**config.mk**
```make
export PLATFORM = sky130hd
export DESIGN_NAME = ser_loader8
export DESIGN_NICKNAME = d
export VERILOG_FILES = /design/src/rtl/ser_loader8_pkg.sv /design/src/rtl/ser_loader8_bit_cnt.sv /design/src/rtl/ser_loader8.sv
export SDC_FILE = /design/constraint.sdc
export NUM_CORES = 1
export LEC_CHECK = 0
export CORE_MARGIN = 4
export CORE_UTILIZATION = 57
export CTS_CLUSTER_DIAMETER = 100
export CTS_CLUSTER_SIZE = 30
export DETAILED_ROUTE_END_ITERATION = 12
export DONT_BUFFER_PORTS = 1
export PLACE_DENSITY = 0.74
export SETUP_SLACK_MARGIN = 0.3
export SLEW_MARGIN = 30
export SYNTH_ARGS = -nofsm -noshare
export SYNTH_HDL_FRONTEND = slang
export SYNTH_SLANG_ARGS = --single-unit
```
**constraint.sdc**
```tcl
create_clock -name clk -period 1.6 [get_ports clk]
set_input_delay 0.32 -clock clk [delete_from_list [all_inputs] [get_ports clk]]
set_output_delay 0.32 -clock clk [all_outputs]
set_load 0.05 [all_outputs]
```
**src/rtl/ser_loader8_pkg.sv**
```systemverilog
// Shared definitions for the serial-to-parallel loader feeding the 8-bit enable register.
package ser_loader8_pkg;

  localparam int DEF_WIDTH = 8;

  typedef enum logic [1:0] {
    ST_IDLE  = 2'b00,
    ST_SHIFT = 2'b01,
    ST_LOAD  = 2'b10
  } state_t;

endpackage

```
**src/rtl/ser_loader8_bit_cnt.sv**
```systemverilog
// Modulo-WIDTH bit counter with synchronous clear, increment and terminal-count flag.
module ser_loader8_bit_cnt
  import ser_loader8_pkg::*;
#(
  parameter int WIDTH = DEF_WIDTH
) (
  input  logic i_clk,
  input  logic i_res,
  input  logic i_clr,
  input  logic i_inc,
  output logic o_tc
);

  localparam int CW = $clog2(WIDTH);
  localparam logic [CW-1:0] LAST = CW'(WIDTH - 1);

  logic [CW-1:0] r_cnt;

  assign o_tc = (r_cnt == LAST);

  // Wraps to zero on the terminal count so it never runs past WIDTH-1.
  always_ff @(posedge i_clk) begin
    if (i_res) begin
      r_cnt <= '0;
    end else if (i_clr) begin
      r_cnt <= '0;
    end else if (i_inc) begin
      r_cnt <= o_tc ? '0 : r_cnt + CW'(1);
    end
  end

endmodule

```
**src/rtl/ser_loader8.sv**
```systemverilog
// Assembles a WIDTH-bit word from a serial stream and hands it to the downstream
// register with a one-cycle EN_Out strobe.
//
//   state    | meaning
//   ---------+----------------------------------------------------
//   ST_IDLE  | waiting for Start
//   ST_SHIFT | sampling Ser_In once per clock, WIDTH bits total
//   ST_LOAD  | word on Data_Out, EN_Out high for one cycle
module ser_loader8
  import ser_loader8_pkg::*;
#(
  parameter int WIDTH     = DEF_WIDTH,
  parameter bit MSB_FIRST = 1'b1
) (
  input  logic             clk,
  input  logic             res,
  input  logic             Start,
  input  logic             Ser_In,
  output logic [WIDTH-1:0] Data_Out,
  output logic             EN_Out,
  output logic             Busy
);

  state_t           r_state;
  state_t           w_state_nxt;
  logic [WIDTH-1:0] r_shift;
  logic [WIDTH-1:0] r_data;
  logic [WIDTH-1:0] w_shift_nxt;
  logic             w_cnt_clr;
  logic             w_cnt_inc;
  logic             w_tc;

  ser_loader8_bit_cnt #(
    .WIDTH(WIDTH)
  ) u_bit_cnt (
    .i_clk(clk),
    .i_res(res),
    .i_clr(w_cnt_clr),
    .i_inc(w_cnt_inc),
    .o_tc (w_tc)
  );

  assign w_shift_nxt = MSB_FIRST ? {r_shift[WIDTH-2:0], Ser_In}
                                 : {Ser_In, r_shift[WIDTH-1:1]};

  always_comb begin
    w_state_nxt = ST_IDLE;
    w_cnt_clr   = 1'b0;
    w_cnt_inc   = 1'b0;
    case (r_state)
      ST_IDLE: begin
        if (Start) begin
          w_state_nxt = ST_SHIFT;
          w_cnt_clr   = 1'b1;
        end
      end
      ST_SHIFT: begin
        w_cnt_inc   = 1'b1;
        w_state_nxt = w_tc ? ST_LOAD : ST_SHIFT;
      end
      ST_LOAD: begin
        // A Start here chains the next frame with no idle gap.
        if (Start) begin
          w_state_nxt = ST_SHIFT;
          w_cnt_clr   = 1'b1;
        end
      end
      default: w_state_nxt = ST_IDLE;
    endcase
  end

  always_ff @(posedge clk) begin
    if (res) begin
      r_state <= ST_IDLE;
      r_shift <= '0;
      r_data  <= '0;
    end else begin
      r_state <= w_state_nxt;
      if (r_state == ST_SHIFT) begin
        r_shift <= w_shift_nxt;
        if (w_tc) begin
          r_data <= w_shift_nxt;
        end
      end
    end
  end

  assign Data_Out = r_data;
  assign EN_Out   = (r_state == ST_LOAD);
  assign Busy     = (r_state != ST_IDLE);

endmodule
```
==> results of run 1 <==
sequential cells by signal, summed over array words and instances, names as in the netlist:
name,count
r_shift,7
Data_Out,8
r_state,2
u_bit_cnt.r_cnt,3
metrics by stage:
| step | util | hold slack (ns) | total power, W |
|---|---|---|---|
| floorplan | - | 0.432 | 0.000565 |
| global placement | 0.652 | 0.392 | 0.000565 |
| detailed placement | 0.652 | 0.393 | 0.000567 |
| CTS | 0.720 | 0.0534 | 0.000972 |
| global route | 0.778 | 0.0263 | 0.00101 |
| finish | 0.778 | 0.0524 | 0.000974 |
metal layers:
| layer | vias up | part of all wire |
|---|---|---|
| met5 | - | 0 |
| met1 | 265 | 0.46 |
| met2 | 9 | 0.49 |
| met4 | 0 | 0.020 |
| li1 | 310 | - |
| met3 | 2 | 0.033 |
cell type report:
class,count,area (um^2)
Multi-Input combinational cell,66,362
Clock buffer,3,22.5
Timing Repair Buffer,7,60.1
Fill cell,79,260
Sequential cell,20,419
Tap cell,14,17.5
Clock inverter,1,30.0
timing repair:
item | in CTS | in global routing
resized for setup | 6 | 19
pin swaps | 1 | 7
setup buffers | 2 | 2
setup endpoints to repair | 10 | 18
endpoints found under the hold margin | 0 | 0
placed cells by master (no fill, tap or decap):
master     instances
nor2b_4            1
bufinv_16          1
and3b_2            1
nor2_1             2
clkbuf_4           3
ha_4               1
a21oi_1           14
ha_2               1
nand3b_1           1
or2_4              1
dfxtp_4            2
nand2_1           33
o31ai_1            1
nand3_1            2
dfxtp_2            9
buf_4              5
nor2b_1            1
a21oi_2            4
dfxtp_1            9
buf_6              2
nand2b_1           2
nand4b_1           1
power by group through the flow:
stage / Combinational, W / Clock (W) / Sequential [W]
floorplan: 0.0000420 / 0 / 0.000523
global placement: 0.0000416 / 0 / 0.000524
detailed placement: 0.0000425 / 0 / 0.000524
CTS: 0.0000443 / 0.000416 / 0.000512
global route: 0.0000569 / 0.000438 / 0.000513
finish: 0.0000496 / 0.000413 / 0.000511
cell families after synthesis:
kind of cell,share of synthesized area
AND/OR/NAND/NOR,0.263
flip-flops,0.533
AO/OA/AOI/OAI,0.130
buffers and inverters,0.0400
adder cells (fa/ha/maj),0.0333
path summary, 6_finish.rpt:
path	endpoint	slack, ns	cells after the start
setup / recovery	Busy	0.27	1
hold reg to reg	Data_Out[7]	0.44	2
setup reg to reg	Data_Out[3]	0.34	5
hold / removal	Data_Out[1]	0.05	1
==> impl_metrics.csv, run 1 <==
group,metric,value,unit
drt,routed_wirelength,1.44,mm
floorplan,rows,12,
sta,fin_ws,0.275,ns
pwr,irDropWorstVdd,0.000645,V
pwr,comb_power_share,0.051,
min_path,hp-start,"res",
yosys,async_flop_share,0,
pwr,p_sw,0.000197,W
grt,busiest_layer,"met2",
grt,use_met1,0.188,
floorplan,dieArea,1960,um^2
grt,use_met2,0.238,
worst_setup_path,end_kind,"output port",
sta,timing.final.crit_share,0.828,
pwr,power_frac_clock,0.424,
grt,track_usage,0.154,
worst_setup_path,critPathKind,"flip-flop to output port",
yosys,netlist_instances,91,
placed_design,place.gp.congestion,0.706,
drt,wl_per_cell,12.9,um
drt,vias_per_cell,5.28,
grt,grt_max_degree,22,
worst_setup_path,crit_required,1.28,ns
placed_design,dpl-instance-area,763,um^2
yosys,ys_top_cells_by_count,"nand2_1, dfxtp_1, a21oi_1, buf_4",
sta,finalSetupViolations,0,
sta,skew,0.00160,ns
placed_design,dp_slack,0.245,ns
finish,nNetsFinal,104,
floorplan,die_h,44.3,um
worst_setup_path,start_kind,"flip-flop",
clock_tree,cts_tree,"done",
yosys,ys_warn_count,0,
yosys,syn_nets,97,
worst_setup_path,cp_slowest_stage_delay,0.38,ns
yosys,synth_edf_count,0,
worst_setup_path,reg2reg_from,"u_bit_cnt.r_cnt[0]",
drt,vias,586,
yosys,synth_cell_types,15,
clock_tree,cts_max_path_buffers,2,
worst_setup_path,path_max_fanout,4,
min_path,min_path_type,"primary input to flip-flop",
worst_setup_path,cp.arrival,1.01,ns
grt,met3_usage,0.0366,
clock_tree,hold_buffers,0,
worst_setup_path,crit_start,"r_state[0]",
finish,syn_to_final_growth,21.3,%
outcome,status,"finished, final reports clean",
yosys,yosysTopAreaCellShare,0.533,
pwr,intPower,0.000776,W
clock_tree,path_clk_slew,0.11,ns
drt,dr.pass1.iters,3,
sta,timing.setup.tns,0,ns
clock_tree,cts.sinks,20,
drt,drcViolationCount,0,
finish,finalNonFillerCells,111,
worst_setup_path,cp_slowest_cell,"dfxtp_4",
yosys,yosysTopAreaCell,"dfxtp_1",
grt,antenna_found_initial,0,
finish,diodes,0,
clock_tree,clkLatencyLatePin,0.30,ns
placed_design,io_buffers,0,
yosys,synthesis.area,751,um^2
finish,layout-drive-gt1-share,0.320,
floorplan,io_pins,14,
floorplan,core_area,1170,um^2
pwr,p_seq_frac,0.525,
grt,grt_first_pass_wirelength,2.17,mm
grt,grt_pass1_vias,514,
drt,postRouteAntennaNets,0,
sta,min_period,1.33,ns
worst_setup_path,worstPathBufferInverterCount,0,
sta,hold_violations,0,
clock_tree,root_buffer,"clkbuf_4",
worst_setup_path,path_cells,"or2_4",
yosys,syn_area_per_cell,8.25,um^2
sta,tightestPinTransition,0.498,ns
grt,overflow,0,
floorplan,start_util,0.641,
clock_tree,cts_buffers,3,
sta,drv_slew,0,
yosys,synth.most_common_cell,"nand2_1",
finish,design_area,911,um^2
drt,drt_iter0_drc,16,
yosys,ys_seq_area_frac,0.533,
yosys,ys.flop_type,"dfxtp_1",
worst_setup_path,critPathTopFamily,"flip-flops",
floorplan,die_x,44.3,um
placed_design,hpwl,842,um
placed_design,place_inst,103,
clock_tree,htree_levels,1,
sta,max_freq,754,MHz
sta,rsz0062_at_grt,"yes",
sta,relSlewSlack,0.668,
yosys,ys_ff_latch,20,
yosys,synth.top_cells.by_area,"dfxtp_1, nand2_1, a21oi_1",
pwr,swShare,0.203,
flow_run,max-cap-violations,0,
pwr,power_density,1070,nW/um^2
pwr,power.leakage,0.314,nW
Note: power is estimated with default switching activity, not from simulation.
==> inputs of run 2 (changes only) <==
Settings changed: CORE_UTILIZATION 57 to 52, PLACE_DENSITY 0.74 to 0.72.
Clock period 1.6 ns to 1.08 ns, I/O delays scaled along.
==> impl_metrics.csv, run 2 (synthesis results as in run 1) <==
group,metric,value,unit
clock_tree,root_buffer,"clkbuf_4",
drt,drt_iter0_drc,16,
sta,finalSetupViolations,21,
outcome,violations,"negative hold slack, negative setup slack",
drt,vias_per_cell,6.23,
worst_setup_path,crit_top_cell,"ha_4",
floorplan,io_pins,14,
finish,nNetsFinal,119,
sta,timing.final.crit_share,1.22,
sta,skew,0.00635,ns
worst_setup_path,critPathKind,"flip-flop to flip-flop",
grt,track_usage,0.237,
grt,overflow,0,
sta,rsz0062_at_grt,"yes",
sta,max_freq,756,MHz
worst_setup_path,critPathTopFamily,"simple AND/OR/NAND/NOR gates",
finish,finalNonFillerCells,127,
worst_setup_path,start_kind,"flip-flop",
min_path,min_path_type,"primary input to flip-flop",
floorplan,start_util,0.563,
min_path,whs_path_depth,1,
clock_tree,clkLatencyLatePin,0.30,ns
pwr,p_seq_frac,0.498,
min_path,min_to,"u_bit_cnt.r_cnt[1]",
worst_setup_path,rr_worst_depth,5,
grt,grt_max_degree,22,
sta,min_period,1.32,ns
placed_design,place_inst,114,
floorplan,core_area,1330,um^2
worst_setup_path,worstPathBufferInverterCount,0,
pwr,power.leakage,0.480,nW
worst_setup_path,path_max_fanout,8,
pwr,comb_power_share,0.098,
drt,dr.pass1.iters,4,
grt,antenna_found_initial,0,
floorplan,die_x,46.0,um
pwr,intPower,0.00119,W
pwr,power,0.00153,W
clock_tree,htree_levels,1,
clock_tree,cts_buffers,3,
clock_tree,cts_tree,"done",
pwr,power_density,1220,nW/um^2
drt,vias,791,
finish,diodes,0,
worst_setup_path,reg2reg_from,"u_bit_cnt.r_cnt[0]",
finish,syn_to_final_growth,67.5,%
drt,routed_wirelength,3.01,mm
placed_design,hpwl,1.02,mm
drt,postRouteAntennaNets,0,
outcome,status,"finished, violations left",
floorplan,die_h,46.0,um
grt,grt_pass1_vias,718,
worst_setup_path,crit_required,1.32,ns
worst_setup_path,cp.arrival,1.56,ns
min_path,hp-start,"res",
placed_design,place.gp.congestion,0.708,
worst_setup_path,cp_slowest_cell,"dfxtp_2",
pwr,power_frac_clock,0.404,
drt,drcViolationCount,0,
sta,tightestPinTransition,0.202,ns
pwr,swShare,0.223,
finish,mostFrequentLayoutCells,"nand2_1, a21oi_2, dfxtp_2, buf_8, dfxtp_1",
flow_run,max-cap-violations,0,
drt,wl_per_cell,23.7,um
finish,largest_register_ffs,8,
worst_setup_path,r2r-end,"Data_Out[1]",
floorplan,rows,13,
worst_setup_path,cp_slowest_stage_delay,0.39,ns
finish,layout-drive-gt1-share,0.696,
grt,grt_first_pass_wirelength,3.46,mm
clock_tree,cts.sinks,20,
worst_setup_path,reg2reg_slack,-0.24,ns
finish,final_common_cell,"nand2_1",
clock_tree,path_clk_slew,0.12,ns
worst_setup_path,path_cells,"ha_4 -> ha_4 -> and3b_2 -> nand2_1 -> a21oi_2",
sta,fin_ws,-0.243,ns
sta,hold_violations,20,
floorplan,dieArea,2120,um^2
pwr,irDropWorstVdd,0.000946,V
sta,drv_slew,0,
worst_setup_path,end_kind,"flip-flop",
clock_tree,cts_max_path_buffers,2,
pwr,p_sw,0.000342,W
sta,relSlewSlack,0.865,
sta,whs,-0.0464,ns
placed_design,io_buffers,0,
[run 2: metal layers]
metal  wire length (um)  up-vias  global-route usage
met1               1140      398               0.252
met4                117        0              0.0682
li1                   -      340                   -
met5                  0        -                   0
met3                174       12              0.0356
met2               1580       41               0.464
[run 2: power groups by stage]
| stage | combinational (W) | sequential [W] | clock (W) |
|---|---|---|---|
| final | 0.000150 | 0.000763 | 0.000619 |
| after global routing | 0.000159 | 0.000764 | 0.000642 |
| after CTS | 0.000115 | 0.000759 | 0.000616 |
| after detailed placement | 0.0000714 | 0.000781 | 0 |
| after global placement | 0.0000692 | 0.000779 | 0 |
| after floorplan | 0.0000682 | 0.000777 | 0 |
[run 2: worst reg2reg max path, delay by kind of cell (launching register included)]
kind / cells / cell delay (ns)
AOI/OAI and AO/OA: 1 / 0.15
adders and majority gates: 2 / 0.31
DFF: 1 / 0.39
and+or+nand+nor: 2 / 0.43
[run 2: how the worst max path moves through the flow]
stage	startpoint	endpoint	slack (ns)	depth (start not counted)
finish	u_bit_cnt.r_cnt[0]	Data_Out[1]	-0.24	5
detailed placement	u_bit_cnt.r_cnt[0]	Data_Out[6]	-0.14	5
global route	u_bit_cnt.r_cnt[0]	Data_Out[5]	-0.31	5
floorplan	u_bit_cnt.r_cnt[0]	Data_Out[1]	-0.05	6
global placement	u_bit_cnt.r_cnt[1]	Data_Out[0]	-0.12	5
CTS	r_state[0]	Busy	-0.13	1
[run 2: stage by stage]
step / utilization / setup TNS [ns] / instance area [um^2] / hold slack (ns) / setup slack (ns)
2_1_floorplan: - / -0.369 / 796 / 0.359 / -0.0461
3_3_place_gp: 0.665 / -0.844 / 887 / 0.279 / -0.115
3_5_place_dp: 0.665 / -1.05 / 887 / 0.284 / -0.144
4_1_cts: 0.853 / -0.954 / 1140 / -0.0496 / -0.126
5_1_grt: 0.943 / -3.34 / 1260 / -0.0618 / -0.314
6_report: 0.943 / -2.51 / 1260 / -0.0464 / -0.243
[run 2: timing repair]
item                                   in CTS  in global routing
setup endpoints to repair                  30                 30
gates cloned                                1                  0
pin swaps                                   1                 12
buffers inserted                            6                  2
endpoints found under the hold margin      20                 20
gates resized for setup                    45                 30
[run 2: area by class of cell]
type                    count  area, um^2
clock buffers               3        22.5
clock inverters             1        30.0
fillers                    39        76.3
multi-input cells          66         505
flip-flops and latches     20         420
well taps                  15        18.8
repair buffers             22         260
==> inputs of run 3 (changes only) <==
Settings changed: CORE_UTILIZATION 52 to 57, PLACE_DENSITY 0.72 to 0.74.
Clock period 1.08 ns to 1.4 ns, I/O delays scaled along.
==> impl_metrics.csv, run 3 (synthesis results as in run 1) <==
group,metric,value,unit
outcome,status,"finished, final reports clean",
finish,diodes,0,
grt,track_usage,0.161,
drt,dr.pass1.iters,4,
pwr,irDropWorstVdd,0.00113,V
worst_setup_path,cp.arrival,1.01,ns
pwr,comb_power_share,0.052,
grt,met3_usage,0.0285,
grt,busiest_layer,"met2",
grt,use_met2,0.279,
drt,routed_wirelength,1.77,mm
worst_setup_path,cp_slowest_stage_delay,0.40,ns
drt,vias,643,
placed_design,dpl-instance-area,781,um^2
sta,skew,0.0111,ns
worst_setup_path,start_kind,"flip-flop",
worst_setup_path,cp_slowest_cell,"dfxtp_4",
sta,timing.setup.tns,0,ns
floorplan,rows,12,
sta,max_freq,778,MHz
worst_setup_path,critPathKind,"flip-flop to output port",
drt,drcViolationCount,0,
grt,overflow,0,
grt,grt_max_degree,22,
floorplan,dieArea,1960,um^2
grt,use_met1,0.199,
clock_tree,cts_buffers,3,
pwr,p_seq_frac,0.523,
clock_tree,path_clk_slew,0.12,ns
finish,nNetsFinal,102,
drt,drt_iter0_drc,19,
floorplan,die_x,44.3,um
clock_tree,root_buffer,"clkbuf_4",
drt,vias_per_cell,5.90,
sta,drv_slew,0,
worst_setup_path,path_cells,"or2_4",
sta,fin_ws,0.115,ns
worst_setup_path,path_max_fanout,8,
finish,mostFrequentLayoutCells,"nand2_1, a21oi_1, dfxtp_4, dfxtp_1, nand2_2",
worst_setup_path,end_kind,"output port",
floorplan,start_util,0.641,
grt,grt_first_pass_wirelength,2.35,mm
grt,grt_pass1_vias,523,
sta,rsz0062_at_grt,"yes",
drt,postRouteAntennaNets,0,
finish,layout-drive-gt1-share,0.389,
sta,finalSetupViolations,0,
floorplan,die_h,44.3,um
clock_tree,cts_tree,"done",
placed_design,io_buffers,0,
pwr,p_sw,0.000227,W
grt,antenna_found_initial,0,
sta,whs,0.0196,ns
clock_tree,htree_levels,1,
pwr,swShare,0.207,
floorplan,core_area,1170,um^2
pwr,power_frac_clock,0.426,
finish,design_area,946,um^2
placed_design,dp_slack,0.142,ns
placed_design,hpwl,903,um
finish,largest_register_ffs,8,
floorplan,io_pins,14,
worst_setup_path,worstPathBufferInverterCount,0,
worst_setup_path,critPathTopFamily,"flip-flops",
pwr,intPower,0.000870,W
sta,relSlewSlack,0.779,
clock_tree,clkLatencyLatePin,0.30,ns
clock_tree,cts_max_path_buffers,2,
finish,final_common_cell,"nand2_1",
placed_design,place.gp.congestion,0.696,
worst_setup_path,crit_required,1.12,ns
sta,min_period,1.29,ns
clock_tree,cts.sinks,20,
clock_tree,hold_buffers,0,
min_path,min_path_type,"primary input to flip-flop",
finish,syn_to_final_growth,26.0,%
flow_run,max-cap-violations,0,
sta,timing.final.crit_share,0.918,
sta,hold_violations,0,
finish,final_util,0.808,
pwr,power.leakage,0.315,nW
sta,tightestPinTransition,0.331,ns
drt,wl_per_cell,16.2,um
pwr,power_density,1160,nW/um^2
run 3: final timing paths:
kind	slack (ns)	cells after the start	start	end
min	0.02	1	res	Data_Out[4]
min reg2reg	0.48	2	r_shift[2]	r_shift[3]
max	0.11	1	r_state[0]	Busy
max reg2reg	0.17	5	u_bit_cnt.r_cnt[0]	Data_Out[0]
run 3: layer usage:
| metal | wire (um) | up-vias |
|---|---|---|
| met5 | 0 | - |
| met4 | 77 | 0 |
| met3 | 101 | 10 |
| met2 | 868 | 28 |
| met1 | 718 | 301 |
| li1 | - | 304 |
run 3: metrics by stage:
step | instances | total power [W]
detailed placement | 101 | 0.000647
finish | 109 | 0.00110
CTS | 109 | 0.00111
global route | 109 | 0.00113
global placement | 101 | 0.000646
floorplan | 91 | 0.000649
run 3: layout make-up:
class,instances,area [um^2]
Fill cell,73,225
Clock buffer,3,22.5
Sequential cell,20,440
Tap cell,14,17.5
Multi-Input combinational cell,66,390
Clock inverter,1,30.0
Timing Repair Buffer,5,45.0
run 3: repair_timing:
item | CTS | global route
pin swaps | 6 | 4
resized for setup | 17 | 18
setup endpoints to repair | 23 | 28
setup buffers | 4 | 0
run 3: power by group through the flow:
| stage | logic, W | registers (W) | clock network (W) |
|---|---|---|---|
| finish | 0.0000565 | 0.000573 | 0.000467 |
| global route | 0.0000616 | 0.000575 | 0.000497 |
| CTS | 0.0000510 | 0.000588 | 0.000472 |
| detailed placement | 0.0000448 | 0.000602 | 0 |
| global placement | 0.0000446 | 0.000602 | 0 |
| floorplan | 0.0000490 | 0.000600 | 0 |
